===== config.mk =====
export PLATFORM = sky130hd
export DESIGN_NAME = ram_master_flat
export DESIGN_NICKNAME = d
export VERILOG_FILES = /design/src/rtl/ram_master_pkg.sv /design/src/rtl/ram_master_if.sv /design/src/rtl/ram_master.sv /design/src/flat_wrapper.sv
export SDC_FILE = /design/constraint.sdc
export NUM_CORES = 1
export LEC_CHECK = 0
export BUFFER_PORTS_ARGS = -buffer_cell sky130_fd_sc_hd__buf_2
export CELL_PAD_IN_SITES_DETAIL_PLACEMENT = 0
export CELL_PAD_IN_SITES_GLOBAL_PLACEMENT = 1
export CORE_UTILIZATION = 40
export DETAILED_ROUTE_END_ITERATION = 10
export PLACE_DENSITY = 0.86
export SETUP_SLACK_MARGIN = 0.2
export SYNTH_ARGS = -nofsm -noshare
export SYNTH_HDL_FRONTEND = slang
export SYNTH_SLANG_ARGS = --single-unit

===== constraint.sdc =====
create_clock -name Clk -period 3.1 [get_ports Clk]
set_input_delay 0.465 -clock Clk [delete_from_list [all_inputs] [get_ports Clk]]
set_output_delay 0.465 -clock Clk [all_outputs]
set_load 0.005 [all_outputs]

===== src/rtl/ram_master_pkg.sv =====
// Shared definitions for the Ram initiator: FSM state encoding and default bus widths.
package ram_master_pkg;

    localparam int unsigned DEF_COL_W  = 5;
    localparam int unsigned DEF_WORD_W = 8;

    typedef enum logic [1:0] {
        IDLE   = 2'd0,
        SETUP  = 2'd1,
        STROBE = 2'd2,
        HOLD   = 2'd3
    } state_e;

endpackage


===== src/rtl/ram_master_if.sv =====
// Client request/response handshake plus the single-port Ram bus, seen from both sides.
interface ram_master_if
    import ram_master_pkg::*;
#(
    parameter int unsigned bitOfColumn = DEF_COL_W,
    parameter int unsigned bitPerWord  = DEF_WORD_W
);
    logic                   ReqValid;
    logic                   ReqReady;
    logic                   ReqWrite;
    logic [bitOfColumn-1:0] ReqAddr;
    logic [bitOfColumn-1:0] ReqLen;
    logic [bitPerWord-1:0]  ReqData;
    logic                   RspValid;
    logic                   RspReady;
    logic [bitPerWord-1:0]  RspData;
    logic                   RspLast;
    logic                   Done;
    logic [bitOfColumn-1:0] Addr;
    logic [bitPerWord-1:0]  DataIn;
    logic                   RWS;
    logic                   CS;
    logic [bitPerWord-1:0]  DataOut;

    modport master (
        input  ReqValid, ReqWrite, ReqAddr, ReqLen, ReqData, RspReady, DataOut,
        output ReqReady, RspValid, RspData, RspLast, Done, Addr, DataIn, RWS, CS
    );

    modport slave (
        output ReqValid, ReqWrite, ReqAddr, ReqLen, ReqData, RspReady, DataOut,
        input  ReqReady, RspValid, RspData, RspLast, Done, Addr, DataIn, RWS, CS
    );

endinterface


===== src/rtl/ram_master.sv =====
// Ram initiator: runs each word access as SETUP/STROBE/HOLD so Addr, DataIn and RWS
// are stable for the whole time CS is high; bursts walk the address modulo 2**bitOfColumn.
module ram_master
    import ram_master_pkg::*;
#(
    parameter int unsigned bitOfColumn = DEF_COL_W,
    parameter int unsigned bitPerWord  = DEF_WORD_W
) (
    input  logic           Clk,
    input  logic           Rst_n,
    ram_master_if.master   bus
);

    localparam logic [bitOfColumn-1:0] ONE = bitOfColumn'(1);

    state_e                 state_q, state_d;
    logic [bitOfColumn-1:0] addr_q, addr_d;
    logic [bitOfColumn-1:0] cnt_q, cnt_d;
    logic [bitPerWord-1:0]  din_q, din_d;
    logic                   rws_q, rws_d;
    logic                   cs_q, cs_d;
    logic                   rsp_valid_q, rsp_valid_d;
    logic [bitPerWord-1:0]  rsp_data_q, rsp_data_d;
    logic                   rsp_last_q, rsp_last_d;
    logic                   done_q, done_d;

    always_ff @(posedge Clk or negedge Rst_n) begin
        if (!Rst_n) begin
            state_q     <= IDLE;
            addr_q      <= '0;
            cnt_q       <= '0;
            din_q       <= '0;
            rws_q       <= 1'b0;
            cs_q        <= 1'b0;
            rsp_valid_q <= 1'b0;
            rsp_data_q  <= '0;
            rsp_last_q  <= 1'b0;
            done_q      <= 1'b0;
        end else begin
            state_q     <= state_d;
            addr_q      <= addr_d;
            cnt_q       <= cnt_d;
            din_q       <= din_d;
            rws_q       <= rws_d;
            cs_q        <= cs_d;
            rsp_valid_q <= rsp_valid_d;
            rsp_data_q  <= rsp_data_d;
            rsp_last_q  <= rsp_last_d;
            done_q      <= done_d;
        end
    end

    always_comb begin
        state_d     = state_q;
        addr_d      = addr_q;
        cnt_d       = cnt_q;
        din_d       = din_q;
        rws_d       = rws_q;
        cs_d        = cs_q;
        rsp_valid_d = rsp_valid_q;
        rsp_data_d  = rsp_data_q;
        rsp_last_d  = rsp_last_q;
        done_d      = 1'b0;

        unique case (state_q)
            IDLE: begin
                if (bus.ReqValid) begin
                    addr_d  = bus.ReqAddr;
                    din_d   = bus.ReqData;
                    rws_d   = bus.ReqWrite;
                    cnt_d   = bus.ReqLen;
                    state_d = SETUP;
                end
            end
            SETUP: begin
                cs_d    = 1'b1;
                state_d = STROBE;
            end
            STROBE: begin
                cs_d = 1'b0;
                if (!rws_q) begin
                    rsp_data_d  = bus.DataOut;
                    rsp_valid_d = 1'b1;
                    rsp_last_d  = (cnt_q == '0);
                end
                state_d = HOLD;
            end
            HOLD: begin
                // A read parks here until the client takes the word; writes never stall.
                if (rws_q || !rsp_valid_q || bus.RspReady) begin
                    rsp_valid_d = 1'b0;
                    if (cnt_q == '0) begin
                        done_d  = 1'b1;
                        state_d = IDLE;
                    end else begin
                        addr_d  = addr_q + ONE;
                        cnt_d   = cnt_q - ONE;
                        state_d = SETUP;
                    end
                end
            end
            default: state_d = IDLE;
        endcase
    end

    assign bus.ReqReady = (state_q == IDLE);
    assign bus.RspValid = rsp_valid_q;
    assign bus.RspData  = rsp_data_q;
    assign bus.RspLast  = rsp_last_q;
    assign bus.Done     = done_q;
    assign bus.Addr     = addr_q;
    assign bus.DataIn   = din_q;
    assign bus.RWS      = rws_q;
    assign bus.CS       = cs_q;

endmodule


===== src/flat_wrapper.sv =====
// flat-port wrapper written by rule: the top's interface ports become plain ports
module ram_master_flat import ram_master_pkg::*;
#(
    parameter int unsigned bitOfColumn = DEF_COL_W,
    parameter int unsigned bitPerWord  = DEF_WORD_W
)
  (Clk, Rst_n, bus_ReqValid, bus_ReqWrite, bus_ReqAddr, bus_ReqLen, bus_ReqData, bus_RspReady, bus_DataOut, bus_ReqReady, bus_RspValid, bus_RspData, bus_RspLast, bus_Done, bus_Addr, bus_DataIn, bus_RWS, bus_CS);
  ram_master_if #(.bitOfColumn(bitOfColumn), .bitPerWord(bitPerWord)) bus_i ();
  input  logic Clk;
  input  logic Rst_n;
  input wire logic [$bits(bus_i.ReqValid)-1:0] bus_ReqValid;
  input wire logic [$bits(bus_i.ReqWrite)-1:0] bus_ReqWrite;
  input wire logic [$bits(bus_i.ReqAddr)-1:0] bus_ReqAddr;
  input wire logic [$bits(bus_i.ReqLen)-1:0] bus_ReqLen;
  input wire logic [$bits(bus_i.ReqData)-1:0] bus_ReqData;
  input wire logic [$bits(bus_i.RspReady)-1:0] bus_RspReady;
  input wire logic [$bits(bus_i.DataOut)-1:0] bus_DataOut;
  output wire logic [$bits(bus_i.ReqReady)-1:0] bus_ReqReady;
  output wire logic [$bits(bus_i.RspValid)-1:0] bus_RspValid;
  output wire logic [$bits(bus_i.RspData)-1:0] bus_RspData;
  output wire logic [$bits(bus_i.RspLast)-1:0] bus_RspLast;
  output wire logic [$bits(bus_i.Done)-1:0] bus_Done;
  output wire logic [$bits(bus_i.Addr)-1:0] bus_Addr;
  output wire logic [$bits(bus_i.DataIn)-1:0] bus_DataIn;
  output wire logic [$bits(bus_i.RWS)-1:0] bus_RWS;
  output wire logic [$bits(bus_i.CS)-1:0] bus_CS;
  assign bus_i.ReqValid = bus_ReqValid;
  assign bus_i.ReqWrite = bus_ReqWrite;
  assign bus_i.ReqAddr = bus_ReqAddr;
  assign bus_i.ReqLen = bus_ReqLen;
  assign bus_i.ReqData = bus_ReqData;
  assign bus_i.RspReady = bus_RspReady;
  assign bus_i.DataOut = bus_DataOut;
  assign bus_ReqReady = bus_i.ReqReady;
  assign bus_RspValid = bus_i.RspValid;
  assign bus_RspData = bus_i.RspData;
  assign bus_RspLast = bus_i.RspLast;
  assign bus_Done = bus_i.Done;
  assign bus_Addr = bus_i.Addr;
  assign bus_DataIn = bus_i.DataIn;
  assign bus_RWS = bus_i.RWS;
  assign bus_CS = bus_i.CS;
  ram_master #(.bitOfColumn(bitOfColumn), .bitPerWord(bitPerWord)) u_core (.Clk(Clk), .Rst_n(Rst_n), .bus(bus_i));
endmodule

Yosys cells after proc, flatten, opt, wreduce, memory -nomap -nowiden
Index checks and enable logic that the tools add are counted.
{ "classes": {"div_mod_pow": 0, "multipliers": 0, "n_reduce_logical": 13, "add_sub_neg": 2, "bitwise": 1, "n_shift": 0, "n_eq_ne": 7, "mux": 19, "order_cmp": 0} }
{ "op_table": {"columns": ["operator", "n"], "rows": [
  ["$mux W5", 6],
  ["$pmux W5 S2", 2],
  ["$pmux W2 S4", 1],
  ["$mux W1", 6],
  ["$ne A2 B2 Y1 const B", 3],
  ["$reduce_and A2 Y1", 3],
  ["$reduce_bool A2 Y1", 3],
  ["$add A5 B1 Y5 const B", 1],
  ["$logic_not A5 Y1", 1],
  ["$sub A5 B1 Y5 const B", 1],
  ["$eq A2 B2 Y1 const B", 2],
  ["$mux W2", 2],
  ["$pmux W1 S2", 2],
  ["$reduce_and A4 Y1", 1],
  ["$reduce_and A3 Y1", 1],
  ["$eq A2 B1 Y1 const B", 1],
  ["$logic_not A2 Y1", 1],
  ["$logic_or A1 B1 Y1", 2],
  ["$ne A2 B1 Y1 const B", 1],
  ["$logic_not A1 Y1", 1],
  ["$not A1 Y1", 1]
]} }
{ "totals": {"elab_cells": 52, "mem_bits_rw": 0, "n_memories": 0, "latchBits": 0, "out_inout_bits": 27, "romBits": 0, "register_bits": 33} }

Logic depth before layout (Yosys ltp)
{ "depth": {"depth_word": 5, "mapped_depth": 7, "depth_no_buf": 6} }

Worst setup path after synthesis
No wires, ideal clock.
{ "synth_path": {"path_kind": "register -> register", "start": "register u_core.cnt_q[0]", "end": "register u_core.state_q[0]", "t_arrival_ps": 1621, "path_slack_ps": 1346, "required_ps": 2967, "stages_incl_launch_ff": 7, "path_cell_list": "dfrtp_1 -> inv_1 -> ha_1 -> or4b_4 -> buf_6 -> a2111oi_2 -> a21oi_1"} }
{ "synth_via": {"elab_chain_cells": 4} }
{ "synth_rtl": {"columns": ["element", "line_no", "source"], "rows": [
  ["start: declaration", "ram_master.sv:18", "logic [bitOfColumn-1:0] cnt_q, cnt_d;"],
  ["start signal: assignment", "ram_master.sv:42", "cnt_q <= cnt_d;"],
  ["$logic_not A5 Y1", "ram_master.sv:92", "if (cnt_q == '0) begin"],
  ["$mux W1", "ram_master.sv:92", null],
  ["$mux W2", "ram_master.sv:90", "if (rws_q || !rsp_valid_q || bus.RspReady) begin"],
  ["$pmux W2 S4", "ram_master.sv:65", "unique case (state_q)"],
  ["end signal: assignment", "ram_master.sv:40", "state_q <= state_d;"],
  ["end: declaration", "ram_master.sv:16", "state_e state_q, state_d;"]
]} }
Every way passes these cells. The select of a mux whose other input is x is not followed.
A chain may end at the register's enable or synchronous reset.

Worst setup path after layout
{ "layout_path": {"start": "register u_core.state_q[1]", "end": "register u_core.addr_q[2], in the netlist u_core.bus.Addr[2]"} }
{ "layout_via": {"elab_chain_cells": 3, "elab_cells_between_ends": 8} }
{ "layout_rtl": {"columns": ["element", "line_no", "source"], "rows": [
  ["$eq A2 B2 Y1 or $logic_not A2 Y1 (tied branches)", "ram_master.sv:65", null],
  ["$ne A2 B2 Y1 (no line) (tied with other cells)", null, null],
  ["$reduce_and A4 Y1 (no line)", null, null],
  ["end signal: assignment", "ram_master.sv:41", "addr_q <= addr_d;"],
  ["end: declaration", "ram_master.sv:17", "logic [bitOfColumn-1:0] addr_q, addr_d;"]
]} }
Parallel ways exist; a longest one is shown, timed or not.

==> impl_metrics.yaml <==
status:
  status: "complete, no violations"
setup_path:
  critPathSlowestCell: "nor2_1"
  r2r-end: "u_core.bus.Addr[2]$_DFFE_PN0P_"
  cp.required_ns: 3.27
  rr_startpoint: "u_core.state_q[1]$_DFFE_PN0P_"
  critPathMaxStageDelay_ns: 0.68
  crit_arrival_ns: 2.55
  crit_family: "simple AND/OR/NAND/NOR gates"
  path_cells: "ha_1 > mux2i_1 > nor2_1 > and4_4 > nor3_2"
  cp-start-kind: "flop"
  r2r_cells: 5
  criticalPathCategory: "flop to flop"
  regToRegSetupSlack_ns: 0.72
  crit_fanout: 17
  end_kind: "flop"
  path_buf_inv: 0
clocking:
  numCtsBuffers: 5
  htreeDepth: 2
  cts_hold_buf: 0
  post-cts-setup-buffers: 0
  clk_latency_ns: 0.28
  cts_num_sinks: 33
  cts_root_buffer: "clkbuf_8"
  tritoncts: "yes"
  max-clock-path-buffers: 2
  clkSlewWorstSetupHoldPaths_ns: 0.07
  cts_resized: 0
logic_synthesis:
  yosysTopAreaCellShare: 0.517
  synth-async-reset-ratio: 1.00
  synth_ff_type: "dfrtp_1"
  yosys_warnings: 0
  ys_top_cells_by_area: "dfrtp_1, mux2_2, ha_1"
  synth-seq-area-share: 0.517
  syn_inst: 135
  syn-num-nets: 171
  synth-seq-cells: 33
  yosys-top-cells-count: "dfrtp_1, mux2_2, inv_1, o22ai_1, a21oi_1"
  syn-cell-area_um2: 1600
  synth.avg_cell_area_um2: 11.8
  synth_cell_types: 36
  yosysTopAreaCell: "dfrtp_1"
  synth_edf_count: 0
  synthMostInstantiatedCell: "dfrtp_1"
sta:
  setup_viol: 0
  fin_skew_ns: 0.00841
  timing.slew.headroom: 0.450
  tns_ns: 0
  worst_slack_ns: 0.716
  hold_viol: 0
  period_share: 0.769
  period_needed_ns: 2.38
  max_freq_mhz: 419
  maxSlewViolCount: 0
  worst_pin_slew_ns: 0.822
  worst_hold_slack_ns: 0.243
  rsz0062_at_grt: "false"
placement:
  port_buffers: 57
  place_congestion: 0.794
  dp_hpwl_mm: 2.46
  dp_cells: 236
  place_ws_ns: 0.817
  placed_area_um2: 1920
drt:
  vias: 1282
  drtPass1Iterations: 5
  drt-total-wl_mm: 3.37
  avgRoutedWirePerCell_um: 13.9
  ant_nets: 0
  remaining_drc_errors: 0
  vias_per_cell: 5.28
  drtIter0Drc: 56
die:
  ios: 58
  fp.dieH_um: 65.2
  row_count: 22
  die_area_um2: 4250
  core_um2: 3740
  initial_core_util: 0.426
  die_w_um: 65.2
power_and_ir_drop:
  p_int_mw: 1.34
  power_frac_seq: 0.382
  p_per_area_nw_per_um2: 1070
  switching_power_uw: 796
  power_mw: 2.14
  p_leak_nw: 0.976
  ir_drop_mv: 0.479
  p_clk_frac: 0.151
  p_sw_frac: 0.372
  p_comb_frac: 0.467
layout:
  stdcell_count: 243
  final_util: 0.536
  n_antenna_cell: 0
  final_cell_area_um2: 2010
  multi_input_area_um2: 709
  drive_gt1_frac: 0.456
  register_area_um2: 826
  syn2layout_area_growth_pct: 25.8
  fin_nets: 231
  n_fill_cell: 356
global_routing:
  antenna_found_initial: 0
  grt_pass1_vias: 1308
  grt_overflow: 0
  grt_max_degree: 34
  busiest_layer: "met2"
  grt_util_met1: 0.200
  grt_usage: 0.176
  use_met3: 0.0521
  grt_first_pass_wirelength_mm: 5.68
  use_met2: 0.316
flow_run:
  drv_cap: 0
hold_path:
  hold_path.class: "input pin to async pin"
==> layout by cell type (no fill, tap or decap), types with 6 or more instances in the layout <==
master,n
o22ai_1,9
mux2_2,17
nor2_1,6
clkbuf_8,6
a21oi_1,7
dfrtp_1,33
o21ai_0,6
inv_1,10
buf_2,57
==> logic make-up (layout without fill, tap and decap cells) <==
logic type               after synthesis  in the layout  share of synthesized area
flip-flops                            33             33                      0.517
AO/OA/AOI/OAI                         31             31                      0.123
AND/OR/NAND/NOR                       30             30                      0.131
multiplexers                          22             22                      0.151
buffers and inverters                 14             74                     0.0384
adder cells (fa/ha/maj)                5              5                     0.0392
==> sequential cells by signal (all words and copies together), names as in the netlist, 2 cells and up <==
register	count
u_core.cnt_q	5
u_core.bus.RspData	8
u_core.bus.DataIn	8
u_core.state_q	2
u_core.bus.Addr	5
==> routing by layer <==
metal | vias up | share of wire
li1 | 614 | -
met3 | 5 | 0.062
met4 | 0 | 0.011
met1 | 612 | 0.43
met2 | 51 | 0.49
met5 | - | 0
==> how the worst max path moves through the flow <==
stage,start,endpoint,cells after the start
2_1_floorplan,u_core.cnt_q[0]$_DFFE_PN0P_,u_core.state_q[0]$_DFFE_PN0P_,6
3_3_place_gp,u_core.state_q[1]$_DFFE_PN0P_,u_core.bus.Addr[2]$_DFFE_PN0P_,5
3_5_place_dp,u_core.state_q[1]$_DFFE_PN0P_,u_core.bus.Addr[2]$_DFFE_PN0P_,5
4_1_cts,u_core.state_q[1]$_DFFE_PN0P_,u_core.bus.Addr[2]$_DFFE_PN0P_,5
5_1_grt,u_core.state_q[1]$_DFFE_PN0P_,u_core.cnt_q[4]$_DFFE_PN0P_,5
6_report,u_core.state_q[1]$_DFFE_PN0P_,u_core.bus.Addr[2]$_DFFE_PN0P_,5
==> power groups by stage <==
| stage | Clock (mW) | Combinational (mW) | Sequential [mW] |
|---|---|---|---|
| 2_1_floorplan | 0 | 0.680 | 0.810 |
| 5_1_grt | 0.354 | 1.11 | 0.854 |
| 3_5_place_dp | 0 | 1.00 | 0.819 |
| 6_report | 0.324 | 0.999 | 0.817 |
| 4_1_cts | 0.338 | 1.00 | 0.817 |
| 3_3_place_gp | 0 | 0.966 | 0.803 |
==> cell type report <==
class,instances,share of cell area
clock buffer,6,0.0411
clock inverter,1,0.00374
inverter,10,0.0187
multi-input combinational,88,0.353
sequential,33,0.411
tap,48,0.0299
timing repair buffer,57,0.142
Note: power is estimated with default switching activity, not from simulation.
